[config.mk]
export PLATFORM = sky130hd
export DESIGN_NAME = turnstile_check_arbiter
export DESIGN_NICKNAME = d
export VERILOG_FILES = /design/src/rtl/turnstile_check_arbiter.sv
export SDC_FILE = /design/constraint.sdc
export NUM_CORES = 1
export LEC_CHECK = 0
export ABC_CLOCK_PERIOD_IN_PS = 1400
export BUFFER_PORTS_ARGS = -buffer_cell sky130_fd_sc_hd__buf_2
export CAP_MARGIN = 30
export CORE_UTILIZATION = 43
export CTS_BUF_LIST = sky130_fd_sc_hd__clkbuf_16
export DETAILED_ROUTE_END_ITERATION = 8
export GPL_ROUTABILITY_DRIVEN = 0
export GPL_TIMING_DRIVEN = 0
export PLACE_DENSITY = 0.86
export SETUP_SLACK_MARGIN = 0.1
export SYNTH_ARGS = -nofsm -noshare
export SYNTH_HDL_FRONTEND = slang
export SYNTH_SLANG_ARGS = --single-unit
[constraint.sdc]
create_clock -name clk -period 1.4 [get_ports clk]
set_input_delay 0.21 -clock clk [delete_from_list [all_inputs] [get_ports clk]]
set_output_delay 0.21 -clock clk [all_outputs]
set_load 0.02 [all_outputs]
[src/rtl/turnstile_check_arbiter.sv]
// rtl/turnstile_check_arbiter.sv - round-robin arbiter sharing one code checker across four turnstile gates
module turnstile_check_arbiter #(
    parameter logic [3:0] TIMEOUT = 4'd15
) (
    input  logic        clk,
    input  logic        rset,
    input  logic [3:0]  req,
    input  logic [15:0] code_bus,
    input  logic        chk_ready,
    input  logic        chk_valid,
    input  logic        chk_pass,
    output logic        chk_start,
    output logic [3:0]  chk_code,
    output logic [3:0]  grant,
    output logic [3:0]  done,
    output logic [3:0]  pass,
    output logic [1:0]  state_out
);

    typedef enum logic [1:0] {
        IDLE    = 2'b00,
        ISSUE   = 2'b01,
        WAIT    = 2'b10,
        RESPOND = 2'b11
    } state_t;

    state_t      state;
    state_t      state_nxt;

    // Transaction context: who is being served, with what code, and the verdict.
    logic [1:0]  ptr;
    logic [1:0]  idx;
    logic [3:0]  code_l;
    logic [3:0]  timer;
    logic        verdict;

    // Round-robin search result for the current request vector.
    logic        req_any;
    logic        found;
    logic [1:0]  cand;
    logic [1:0]  pick_idx;

    // Timeout fires only when the checker stays silent for the full window.
    logic        wait_timeout;

    assign req_any      = |req;
    assign wait_timeout = (timer == TIMEOUT);

    // Search gates ptr, ptr+1, ... (mod 4) and take the first one requesting.
    always_comb begin
        pick_idx = ptr;
        found    = 1'b0;
        cand     = ptr;
        for (int i = 0; i < 4; i++) begin
            cand = ptr + 2'(i);
            if (!found && req[cand]) begin
                pick_idx = cand;
                found    = 1'b1;
            end
        end
    end

    // State register; reset drops any transaction in flight.
    always_ff @(posedge clk or negedge rset) begin
        if (!rset) begin
            state <= IDLE;
        end else begin
            state <= state_nxt;
        end
    end

    // Next-state decision; checker handshakes only matter in their own state.
    always_comb begin
        state_nxt = state;
        case (state)
            IDLE: begin
                if (req_any) begin
                    state_nxt = ISSUE;
                end
            end
            ISSUE: begin
                if (chk_ready) begin
                    state_nxt = WAIT;
                end
            end
            WAIT: begin
                if (chk_valid || wait_timeout) begin
                    state_nxt = RESPOND;
                end
            end
            RESPOND: begin
                state_nxt = IDLE;
            end
            default: begin
                state_nxt = IDLE;
            end
        endcase
    end

    // Transaction context: latch winner in IDLE, time the WAIT, capture verdict, rotate pointer.
    always_ff @(posedge clk or negedge rset) begin
        if (!rset) begin
            ptr     <= 2'd0;
            idx     <= 2'd0;
            code_l  <= 4'd0;
            timer   <= 4'd0;
            verdict <= 1'b0;
        end else begin
            case (state)
                IDLE: begin
                    if (req_any) begin
                        idx    <= pick_idx;
                        code_l <= code_bus[{pick_idx, 2'b00} +: 4];
                    end
                end
                ISSUE: begin
                    // Timer starts from zero on the first WAIT cycle.
                    if (chk_ready) begin
                        timer <= 4'd0;
                    end
                end
                WAIT: begin
                    timer <= timer + 4'd1;
                    // A result arriving on the timeout cycle still wins.
                    if (chk_valid) begin
                        verdict <= chk_pass;
                    end else if (wait_timeout) begin
                        verdict <= 1'b0;
                    end
                end
                RESPOND: begin
                    // Next search starts just past the gate we served.
                    ptr <= idx + 2'd1;
                end
                default: begin
                    ptr <= ptr;
                end
            endcase
        end
    end

    // Outputs decoded from the current state and latched context.
    always_comb begin
        chk_start = 1'b0;
        chk_code  = 4'd0;
        grant     = 4'd0;
        done      = 4'd0;
        pass      = 4'd0;
        state_out = state;
        case (state)
            ISSUE: begin
                chk_start  = 1'b1;
                chk_code   = code_l;
                grant[idx] = 1'b1;
            end
            WAIT: begin
                grant[idx] = 1'b1;
            end
            RESPOND: begin
                grant[idx] = 1'b1;
                done[idx]  = 1'b1;
                pass[idx]  = verdict;
            end
            default: begin
                chk_start = 1'b0;
            end
        endcase
    end

endmodule

==> reports/results.ini <==
[status]
status=finished, violations left
violations=negative setup slack

[sta]
tightest_slew_ns=0.743
drv_slew=0
fmax_mhz=590
slew_headroom_pct=50.0
setup_viol=27
finClkSkew_ns=0.00241
fin_ws_ns=-0.294
whs_ns=0.209
period_minus_slack_ns=1.69
final_hold_viol_count=0
fin_crit_sh_pct=121
rsz0062_at_grt=true

[final_layout]
final_util_pct=87.6
design_area_um2=1990
syn_to_final_growth_pct=87.1
diodes=0
nNetsFinal=222
layout-drive-gt1-share_pct=63.4

[setup_path]
cp.arrival_ns=1.80
critPathMaxStageDelay_ns=0.49
crit_type=reg2reg
startpoint_type=register
end_kind=register
cpLargestDelayFamily=compound AO/OA/AOI/OAI gates
cp.required_ns=1.51
worst-path-buf-inv=0
path_cells=and2b_1, a2111o_1, a31o_1, a21oi_1, o22ai_1
slowest_stage=a2111o_1
cp_max_fo=6

[synthesis]
ys_types=31
synth.top_cell.area_share_pct=35.2
yosysTopAreaCell=dfrtp_1
postSynthCellCount=116
synth-seq-cells=15
syn-cell-area_um2=1070
syn_nets=151
avgSynthCellArea_um2=9.19
yosys_warnings=0
synth_area_leaders=dfrtp_1 35%, ha_1 12%, o21ai_0 7.0%
seq_area_frac_synth_pct=35.2

[die]
die-width_um=51.8
die_area_um2=2680
coreArea_um2=2280
initial_core_util_pct=46.8
pin_count=44
die_h_um=51.8
rows=17

[clock_network]
root_buffer=clkbuf_16
h-tree-depth=1
cts.clk_slew.worst_paths_ns=0.05
clock-sinks=15
clock_path_buffers=2
numCtsBuffers=3
clock_latency_ns=0.25
cts_tree=yes

[detailed_routing]
drtPass1Iterations=4
drt_iter0_markers=57
wl_um=4490
vias_per_cell=6.12
vias=1310
drc=0
wl_per_cell_um=21.0
ant_nets=0

[pwr]
p_leak_nw=0.928
p_per_area_nw_per_um2=2480
ir_drop_uv=1830

[grt]
antenna_found_initial=0
grt.total_usage_pct=31.7
grt_start_max_net_pins=16
grt_pass1_wl_um=5980
grt_pass1_vias=1290
overflow=0

[run]
cap_violations=0

[placement]
dp_hpwl_um=2190
placed_area_um2=1360
dp_slack_ns=-0.258
portBuffers=43

[min_path]
hp-class=in2reg

## what timing repair did
action / 4_1_cts / 5_1_grt
pin swaps: 16 / 8
gates cloned: 2 / 0
hold buffers: 1 / 0
setup endpoints to repair: 27 / 31
setup buffers: 18 / 2
hold endpoints to repair: 15 / 0
resized for setup: 92 / 18
## placed cells by master, fill, tap and decap left out, drive strengths merged
| master | Yosys | layout |
|---|---|---|
| o21ai | 15 | 15 |
| a31o | 4 | 4 |
| dfrtp | 15 | 15 |
| o31a | 1 | 1 |
| nand4 | 2 | 2 |
| and3 | 5 | 5 |
| nand3 | 2 | 2 |
| nor2 | 3 | 3 |
| dlygate4sd3 | 0 | 1 |
| a32o | 1 | 1 |
| o311ai | 1 | 1 |
| inv | 7 | 8 |
| nand2 | 7 | 8 |
| and2b | 3 | 3 |
| mux2 | 2 | 2 |
| and2 | 8 | 8 |
| o22ai | 4 | 4 |
| a31oi | 1 | 1 |
| a21oi | 5 | 5 |
| o2111ai | 1 | 1 |
| mux2i | 4 | 4 |
| nor2b | 6 | 6 |
| ha | 10 | 10 |
| a2111o | 1 | 1 |
| nor3b | 1 | 1 |
| o21bai | 2 | 2 |
| buf | 0 | 66 |
| nor4 | 1 | 1 |
| a222oi | 1 | 1 |
| nand2b | 1 | 1 |
| clkbuf | 2 | 3 |
## tightest hold or removal path, stage by stage
cell,delay (ns)
buf_2,0.08
nand3_1,0.07
nand2_1,0.06
## power by group
group	internal [mW]	switching [mW]	total [mW]	leakage [nW]
Clock	0.379	0.182	0.561	0.0423
Sequential	0.648	0.236	0.884	0.182
Combinational	1.82	1.69	3.51	0.704
## routing by layer
metal | part of all wire (%) | up-vias | global-route usage [%]
li1 | - | 567 | -
met4 | 4.5 | 0 | 13.5
met1 | 36 | 634 | 31.7
met3 | 6.3 | 21 | 4.39
met5 | 0 | - | 0
met2 | 53 | 88 | 63.4
## area by class of cell
cell class              count  area [um2]
well taps                  28        35.0
clock buffers               3        75.1
repair buffers             65         544
flip-flops and latches     15         378
fillers                   104         282
plain buffers               2        30.0
multi-input cells          93         895
clock inverters             1        3.75
inverters                   7        33.8
## Yosys cell counts
cell / instances
nand2_4: 1
o31a_1: 1
nand3_1: 2
nand2b_1: 1
and2b_2: 1
a31oi_1: 1
nor2b_1: 6
and3_1: 5
a222oi_1: 1
mux2i_1: 4
a32o_1: 1
a31o_1: 4
o21bai_1: 2
nor3b_1: 1
o2111ai_1: 1
a2111o_1: 1
o21ai_0: 15
and2_1: 8
inv_1: 7
o22ai_1: 4
ha_1: 10
nand4_1: 2
nand2_1: 6
clkbuf_1: 2
and2b_1: 2
mux2_2: 2
nor4_1: 1
dfrtp_1: 15
o311ai_0: 1
nor2_1: 3
a21oi_1: 5
## sequential cells by signal (all words and copies together), names as in the netlist
signal / cells
state_out: 2
code_l: 4
idx: 2
verdict: 1
ptr: 2
timer: 4
## final timing paths
| check | slack, ns | from | to | cells past startpoint |
|---|---|---|---|---|
| max | -0.29 | ptr[0]$_DFFE_PN0P_ | code_l[2]$_DFFE_PN0P_ | 5 |
| min | 0.21 | chk_pass | verdict$_DFFE_PN0P_ | 3 |
| max reg2reg | -0.29 | ptr[0]$_DFFE_PN0P_ | code_l[2]$_DFFE_PN0P_ | 5 |
| min reg2reg | 0.52 | timer[0]$_DFFE_PN0P_ | timer[0]$_DFFE_PN0P_ | 1 |
| max in group asynchronous | 0.71 | rset | state_out[0]$_DFFE_PN0P_ | 2 |
| min in group asynchronous | 0.41 | rset | code_l[3]$_DFFE_PN0P_ | 2 |
## cells by family after synthesis
group,synth area share (%)
AND/OR/NAND/NOR,21.6
AO/OA/AOI/OAI,22.4
flip-flops,35.2
adder cells (fa/ha/maj),11.7
buffers and inverters,3.17
multiplexers,5.87
## metrics by stage
step                power [mW]  instances  setup TNS, ns
floorplan                 2.12        116         -0.414
global placement          2.51        187         -0.804
detailed placement        2.66        187          -1.34
CTS                       4.41        212          -2.48
global route              5.15        214          -4.49
finish                    4.95        214          -3.41
Note: power is estimated with default switching activity, not from simulation.
